`src/rtl/clock_mode_ctrl.sv`:
```
// clock_mode_ctrl: display mode sequencer, time/alarm counter enables and alarm ring control.
// Build option: define SNOOZE_EN to include the snooze state and its minute counter.
//
// Mode FSM
//   state        | meaning
//   M_RUN        | clock runs, alarm may trigger
//   M_SET_TIME   | seconds frozen, min/hrs advanced by the buttons
//   M_SET_ALARM  | display shows alarm, alarm min/hrs advanced by the buttons
//
// Alarm FSM
//   state        | meaning
//   A_IDLE       | silent, waiting for a rising alarm match in RUN
//   A_RING       | buzzer on, ring timer counting ticks
//   A_SNOOZE     | buzzer off, waiting SNOOZE_MIN minute rollovers (SNOOZE_EN only)
module clock_mode_ctrl #(
    parameter int RING_SEC   = 60,
    parameter int SNOOZE_MIN = 5
) (
    input  logic       clk,
    input  logic       rst_n,
    input  logic       tick,
    input  logic       mode_btn,
    input  logic       min_adv,
    input  logic       hrs_adv,
    input  logic       alarm_on,
    input  logic       snooze_btn,
    input  logic       alarm_match,
    input  logic       s_max,
    input  logic       m_max,
    output logic       sec_en,
    output logic       min_en,
    output logic       hrs_en,
    output logic       amin_en,
    output logic       ahrs_en,
    output logic       disp_alarm,
    output logic [1:0] mode,
    output logic       buzz
);

    typedef enum logic [1:0] {
        M_RUN       = 2'd0,
        M_SET_TIME  = 2'd1,
        M_SET_ALARM = 2'd2
    } mode_t;

    typedef enum logic [1:0] {
        A_IDLE   = 2'd0,
        A_RING   = 2'd1,
        A_SNOOZE = 2'd2
    } alarm_t;

    localparam logic [7:0] RING_LOAD = 8'(RING_SEC);

    mode_t      mode_q, mode_d;
    alarm_t     alarm_q, alarm_d;
    logic [7:0] ring_cnt_q, ring_cnt_d;
    logic       mode_btn_q, match_q;
    logic       mode_rise, match_rise;
    logic       set_time, set_alarm;
    logic       sec_en_d, min_en_d, hrs_en_d, amin_en_d, ahrs_en_d;

`ifdef SNOOZE_EN
    localparam logic [3:0] SNZ_LOAD = 4'(SNOOZE_MIN);
    logic [3:0] snz_cnt_q, snz_cnt_d;
    logic       snooze_btn_q, snooze_rise;
    assign snooze_rise = snooze_btn & ~snooze_btn_q;
`else
    logic unused_snooze_btn;
    assign unused_snooze_btn = snooze_btn;
`endif

    assign mode_rise  = mode_btn & ~mode_btn_q;
    assign match_rise = alarm_match & ~match_q;
    assign set_time   = (mode_q == M_SET_TIME);
    assign set_alarm  = (mode_q == M_SET_ALARM);
    assign mode       = mode_q;

    always_comb begin
        mode_d = mode_q;
        case (mode_q)
            M_RUN:       if (mode_rise) mode_d = M_SET_TIME;
            M_SET_TIME:  if (mode_rise) mode_d = M_SET_ALARM;
            M_SET_ALARM: if (mode_rise) mode_d = M_RUN;
            default:     mode_d = M_RUN;
        endcase
    end

    // Enables use the mode in force on the tick cycle; carries pass straight through.
    always_comb begin
        sec_en_d  = tick & ~set_time;
        min_en_d  = tick & (set_time ? min_adv : s_max);
        hrs_en_d  = tick & (set_time ? hrs_adv : (s_max & m_max));
        amin_en_d = tick & set_alarm & min_adv;
        ahrs_en_d = tick & set_alarm & hrs_adv;
    end

    // Ring timer counts remaining ring ticks down; exit on the tick that sees 1.
    always_comb begin
        alarm_d    = alarm_q;
        ring_cnt_d = ring_cnt_q;
`ifdef SNOOZE_EN
        snz_cnt_d  = snz_cnt_q;
`endif
        case (alarm_q)
            A_IDLE: begin
                if ((mode_q == M_RUN) && alarm_on && match_rise) begin
                    alarm_d    = A_RING;
                    ring_cnt_d = RING_LOAD;
                end
            end
            A_RING: begin
                if (mode_rise || !alarm_on) begin
                    alarm_d = A_IDLE;
                end else if (tick && (ring_cnt_q == 8'd1)) begin
                    alarm_d = A_IDLE;
`ifdef SNOOZE_EN
                end else if (snooze_rise) begin
                    alarm_d   = A_SNOOZE;
                    snz_cnt_d = SNZ_LOAD;
`endif
                end else if (tick) begin
                    ring_cnt_d = ring_cnt_q - 8'd1;
                end
            end
`ifdef SNOOZE_EN
            A_SNOOZE: begin
                if (mode_rise || !alarm_on) begin
                    alarm_d = A_IDLE;
                end else if (tick && s_max) begin
                    if (snz_cnt_q == 4'd1) begin
                        alarm_d    = A_RING;
                        ring_cnt_d = RING_LOAD;
                    end else begin
                        snz_cnt_d = snz_cnt_q - 4'd1;
                    end
                end
            end
`endif
            default: alarm_d = A_IDLE;
        endcase
    end

    always_ff @(posedge clk or negedge rst_n) begin
        if (!rst_n) begin
            mode_q       <= M_RUN;
            alarm_q      <= A_IDLE;
            ring_cnt_q   <= 8'd0;
            mode_btn_q   <= 1'b0;
            match_q      <= 1'b0;
            sec_en       <= 1'b0;
            min_en       <= 1'b0;
            hrs_en       <= 1'b0;
            amin_en      <= 1'b0;
            ahrs_en      <= 1'b0;
            disp_alarm   <= 1'b0;
            buzz         <= 1'b0;
        end else begin
            mode_q       <= mode_d;
            alarm_q      <= alarm_d;
            ring_cnt_q   <= ring_cnt_d;
            mode_btn_q   <= mode_btn;
            match_q      <= alarm_match;
            sec_en       <= sec_en_d;
            min_en       <= min_en_d;
            hrs_en       <= hrs_en_d;
            amin_en      <= amin_en_d;
            ahrs_en      <= ahrs_en_d;
            disp_alarm   <= (mode_d == M_SET_ALARM);
            buzz         <= (alarm_d == A_RING);
        end
    end

`ifdef SNOOZE_EN
    always_ff @(posedge clk or negedge rst_n) begin
        if (!rst_n) begin
            snz_cnt_q    <= 4'd0;
            snooze_btn_q <= 1'b0;
        end else begin
            snz_cnt_q    <= snz_cnt_d;
            snooze_btn_q <= snooze_btn;
        end
    end
`endif

endmodule
```
`config.mk`:
```
export PLATFORM = sky130hd
export DESIGN_NAME = clock_mode_ctrl
export DESIGN_NICKNAME = d
export VERILOG_FILES = /design/src/rtl/clock_mode_ctrl.sv
export SDC_FILE = /design/constraint.sdc
export NUM_CORES = 1
export LEC_CHECK = 0
export BUFFER_PORTS_ARGS = -buffer_cell sky130_fd_sc_hd__buf_4
export CAP_MARGIN = 20
export CORE_ASPECT_RATIO = 0.8
export CORE_UTILIZATION = 40
export DETAILED_ROUTE_END_ITERATION = 8
export GPL_ROUTABILITY_DRIVEN = 0
export PLACE_DENSITY_LB_ADDON = 0.12
export REMOVE_ABC_BUFFERS = 1
export SKIP_CTS_REPAIR_TIMING = 1
export SLEW_MARGIN = 15
export SYNTH_ARGS = -nofsm -noshare
export SYNTH_HDL_FRONTEND = slang
export SYNTH_SLANG_ARGS = --single-unit
export TNS_END_PERCENT = 50
```
`constraint.sdc`:
```
create_clock -name clk -period 3.65 [get_ports clk]
set_input_delay 0.73 -clock clk [delete_from_list [all_inputs] [get_ports clk]]
set_output_delay 0.73 -clock clk [all_outputs]
set_load 0.02 [all_outputs]
```
==> results.json, run 1 <==
{
  "status": "finished, violations left",
  "violations": "DRC",
  "slowest_stage": "or3_1",
  "die_x_um": 57.97,
  "wl_met2_um": 814,
  "initial_core_util_pct": 44.50,
  "synth-seq-cells": 21,
  "cp.depth": 5,
  "rr_startpoint": "alarm_q[1]",
  "antenna_left": 0,
  "die_h_um": 46.77,
  "ys_types": 35,
  "cp-end-kind": "register",
  "numPortBuffers": 18,
  "placed_cell_area_sq_um": 1157,
  "hold_class": "input port to asynchronous set/reset pin",
  "maxCapViolCount": 0,
  "seq_area_frac_synth_pct": 52.43,
  "dr_wl_met3_um": 92,
  "synth_area_leaders": "dfrtp_1, nand3_1, o21ai_0",
  "first_iter_violations": 13,
  "cts.reportedPaths.clkPinSlew_ns": 0.11,
  "timing.final.crit_share_pct": 49.94,
  "place_inst": 135,
  "slowest_delay_ns": 0.46,
  "crit_chain": "buf_4 -> nor2b_1 -> nand4_1 -> or3_1 -> a22o_1",
  "dieArea_sq_um": 2711,
  "netlist_area_sq_um": 1002,
  "final_cell_area_sq_um": 1184,
  "grt_antenna_before_repair": 0,
  "io_pins": 20,
  "yosysWarnings": 0,
  "h-tree-depth": 1,
  "async_flop_share_pct": 100.0,
  "clockRootBuffer": "clkbuf_4",
  "antenna_cells": 0,
  "total_power_mw": 0.6662,
  "critPathBufInv": 1,
  "top_layer": "met4",
  "cts_sinks": 21,
  "cp_top_family": "simple AND/OR/NAND/NOR gates",
  "wl_met1_um": 1006,
  "grt_pass1_vias": 705,
  "skew_ns": 0.009166,
  "wire_per_inst_um": 13.96,
  "synth.top_cell.area_share_pct": 52.43,
  "grt_max_degree": 22,
  "viasPerCell": 5.504,
  "insertion_delay_ns": 0.31,
  "ir_worst_vdd_v": 0.0003134,
  "postSynthAreaPerCell_sq_um": 10.78,
  "grt_usage_pct": 16.88,
  "setup_ws_ns": 1.827,
  "power.density_nw_per_um2": 562.8,
  "wirelength_um": 1940,
  "p_leak_nw": 0.5672,
  "crit_required_ns": 3.86,
  "coreArea_sq_um": 2252,
  "crit_path_end": "ring_cnt_q[5]",
  "criticalPathCategory": "input port to register",
  "drv_slew": 0,
  "hold_slack_ns": 0.2833,
  "max_freq_mhz": 548.6,
  "drc": 1,
  "layout_min_cycle_time_ns": 1.823,
  "area_growth_pct": 18.10,
  "cts_buffer_depth": 2,
  "hold_viol_final": 0,
  "setup_violations": 0,
  "first_pass_iters": 6,
  "layout_common_cells": "dfrtp_1, buf_4, nand3_1, inv_1, o21ai_0",
  "drive_gt1_share_pct": 25.44,
  "numCtsBuffers": 3,
  "grt_pass1_wl_um": 3236,
  "arrival_ns": 2.04,
  "synth_cells": 93,
  "ys.flop_type": "dfrtp_1",
  "placementRows": 15,
  "tns_ns": 0,
  "dp_slack_ns": 1.508,
  "ff2ff_path_depth": 4,
  "final_core_util_pct": 52.56,
  "grt_overflow": 0,
  "cp-start-kind": "input port",
  "rr_endpoint": "ring_cnt_q[5]",
  "hpwl_um": 1412,
  "layout_commonest_cell": "dfrtp_1",
  "cp_max_fo": 6,
  "cts_tree": "done",
  "crit_start": "alarm_on",
  "synth_edf_count": 0,
  "routed-via-count": 765,
  "rsz0062_at_grt": "no",
  "final_cells": 139,
  "reg2reg_slack_ns": 1.95,
  "nets": 128,
  "synth_top_cell_by_area": "dfrtp_1"
}
## registers in the layout, indices dropped and copies added (netlist names)
name        count
buzz            1
ring_cnt_q      8
mode_btn_q      1
hrs_en          1
match_q         1
mode            2
sec_en          1
alarm_q         2
amin_en         1
disp_alarm      1
min_en          1
ahrs_en         1
## worst min-delay path by stage
| stage | slack (ns) | depth (start not counted) | startpoint | end |
|---|---|---|---|---|
| after floorplan | 0.43 | 0 | rst_n | ahrs_en |
| after global placement | 0.50 | 1 | mode[1] | mode[0] |
| after detailed placement | 0.49 | 1 | mode[1] | mode[0] |
| after CTS | 0.28 | 1 | rst_n | min_en |
| after global routing | 0.29 | 1 | rst_n | amin_en |
| final | 0.28 | 1 | rst_n | ring_cnt_q[0] |
## cells in the mapped netlist (2+ instances only)
cell,count
nor3_1,3
and2_1,2
nand4_1,2
a21oi_1,3
nor2b_1,4
nor2_1,4
nand2_1,4
or3_1,2
a22o_1,2
nand3_1,7
nand2b_1,2
inv_1,7
ha_1,2
dfrtp_1,21
o21ai_0,6
nor3b_1,2
and3_2,2
## cell families (layout without fill, tap and decap cells)
| family | count (synthesis) | in the layout | share of synthesized area, % |
|---|---|---|---|
| flops | 21 | 21 | 52.43 |
| mux | 1 | 1 | 0.9988 |
| buf+inv | 8 | 29 | 3.746 |
| compound gates | 19 | 19 | 14.73 |
| simple gates | 40 | 40 | 24.34 |
| xor+xnor | 1 | 1 | 0.8741 |
| other cells | 1 | 1 | 0.3742 |
| fa+ha+maj | 2 | 2 | 2.496 |
## report_power, final
group	total [mW]	internal (mW)	leakage [nW]	switching (mW)
clock network	0.111	0.0427	0.0150	0.0682
logic	0.220	0.0984	0.292	0.122
registers	0.335	0.285	0.261	0.0497
total	0.666	0.426	0.567	0.240
## routing by layer
layer	up-vias	global-route usage (%)
met5	-	0
met4	0	5.714
met3	4	6.061
met2	16	25.06
met1	370	23.36
li1	375	-
## worst register-to-register path, cell delays in order (launching register included)
cell and delay (ns):
dfrtp_1 0.39, nor2b_1 0.23, nand4_1 0.36, or3_1 0.46, a22o_1 0.18
## cell type report
| cell class | instances | area [sq um] |
|---|---|---|
| clock buffer | 4 | 26.28 |
| fill | 206 | 1069 |
| inverter | 7 | 26.28 |
| multi-input combinational | 64 | 439.2 |
| sequential | 21 | 525.5 |
| tap | 25 | 31.28 |
| timing repair buffer | 18 | 135.1 |
Note: power is estimated with default switching activity, not from simulation.
==> inputs of run 2 (changes only) <==
==> constraint.sdc (replaced) <==
create_clock -name clk -period 1.8 [get_ports clk]
set_input_delay 0.36 -clock clk [delete_from_list [all_inputs] [get_ports clk]]
set_output_delay 0.36 -clock clk [all_outputs]
set_load 0.02 [all_outputs]
==> results.json, run 2 (synthesized netlist as in run 1, its figures left out) <==
{
  "power.density_nw_per_um2": 1126,
  "cp-end-kind": "register",
  "grt_pass1_wl_um": 3305,
  "numCtsBuffers": 3,
  "tightest_slew_ns": 0.5634,
  "grt_usage_pct": 16.89,
  "drv_slew": 0,
  "total_power_mw": 1.354,
  "grt_antenna_before_repair": 0,
  "initial_core_util_pct": 44.50,
  "die_x_um": 57.97,
  "cts.reportedPaths.clkPinSlew_ns": 0.13,
  "first_iter_violations": 18,
  "first_pass_iters": 6,
  "placementRows": 15,
  "multi_input_area_sq_um": 439.2,
  "rr_startpoint": "ring_cnt_q[0]",
  "crit_start": "ring_cnt_q[0]",
  "viasPerCell": 5.468,
  "skew_ns": 0.01650,
  "crit_path_end": "ring_cnt_q[6]",
  "seq_area_sq_um": 525.5,
  "cts_buffer_depth": 2,
  "rsz0062_at_grt": "no",
  "p_leak_nw": 0.5783,
  "wire_per_inst_um": 13.99,
  "final_core_util_pct": 53.39,
  "final_cell_area_sq_um": 1202,
  "die_h_um": 46.77,
  "placed_cell_area_sq_um": 1165,
  "drive_gt1_share_pct": 26.72,
  "antenna_cells": 0,
  "coreArea_sq_um": 2252,
  "grt_overflow": 0,
  "insertion_delay_ns": 0.31,
  "maxCapViolCount": 0,
  "fillCellCount": 192,
  "grt_pass1_vias": 702,
  "wirelength_um": 1973,
  "rr_endpoint": "ring_cnt_q[6]",
  "layout_min_cycle_time_ns": 1.632,
  "area_growth_pct": 19.97,
  "h-tree-depth": 1,
  "timing.final.crit_share_pct": 90.65,
  "max_slew_margin_pct": 62.36,
  "largest_reg_flops": 8,
  "setup_violations": 0,
  "ff2ff_path_depth": 6,
  "reg2reg_slack_ns": 0.17,
  "arrival_ns": 1.82,
  "drc": 1,
  "hold_class": "input port to register",
  "ir_worst_vdd_v": 0.0004915,
  "clockRootBuffer": "clkbuf_4",
  "antenna_left": 0,
  "layout_commonest_cell": "dfrtp_1",
  "cp-start-kind": "register",
  "dieArea_sq_um": 2711,
  "max_freq_mhz": 612.9,
  "hpwl_um": 1425,
  "tns_ns": 0,
  "layout_common_cells": "dfrtp_1, buf_4, nand3_1, inv_1, o21ai_0",
  "dp_slack_ns": 0.2182,
  "hold_viol_final": 0,
  "grt_max_degree": 22,
  "cp_max_fo": 4,
  "cts_tree": "done",
  "cts_sinks": 21,
  "criticalPathCategory": "register to register",
  "regMostFlops": "ring_cnt_q",
  "crit_required_ns": 1.98,
  "setup_ws_ns": 0.1683,
  "status": "finished, violations left",
  "numPortBuffers": 18,
  "violations": "DRC",
  "io_pins": 20,
  "nets": 130,
  "routed-via-count": 771
}
run 2: changes by cell type in the layout (fill, tap and decap cells not counted):
cell	change
dlygate4sd3_1	+1
clkbuf_1	-1
buf_4	+1
clkinv_2	+1
run 2: area by class of cell:
class	instances	area share, %
well taps	25	2.601
inverters	7	2.185
flip-flops and latches	21	43.70
clock inverters	1	0.4162
multi-input cells	64	36.52
repair buffers	20	12.70
clock buffers	3	1.873
run 2: how the worst min path moves through the flow:
stage	slack (ns)	end	from	cells after the start
after floorplan	0.06	ahrs_en	rst_n	0
after global placement	0.26	amin_en	rst_n	1
after detailed placement	0.26	hrs_en	rst_n	1
after CTS	-0.1	hrs_en	rst_n	1
after global routing	0.15	mode_btn_q	mode_btn	1
final	0.17	mode_btn_q	mode_btn	1
run 2: metrics by stage:
step,cells,hold WS [ns]
after global placement,136,0.2585
after global routing,141,0.1530
final,141,0.1703
after floorplan,92,0.06441
after detailed placement,136,0.2599
after CTS,140,-0.09611
run 2: layer usage:
metal  GRT usage (%)  vias up  wire length (um)  share of wire (%)
li1                -      378                 -                  -
met1           23.68      366               975                 49
met2           25.06       23               867                 44
met3           6.612        4               108                5.5
met4           3.810        0                21                1.1
met5               0        -                 0                  0
run 2: power by group:
group	internal, mW	leakage [nW]	switching [mW]
sequential	0.578	0.261	0.101
clock	0.0830	0.0177	0.146
combinational	0.201	0.300	0.245
run 2: critical path, cell delays in order (launching register included):
cell,delay [ns]
dfrtp_1,0.44
inv_1,0.10
ha_1,0.19
nor3b_1,0.37
nand2_1,0.12
a21boi_0,0.19
a2bb2oi_1,0.08
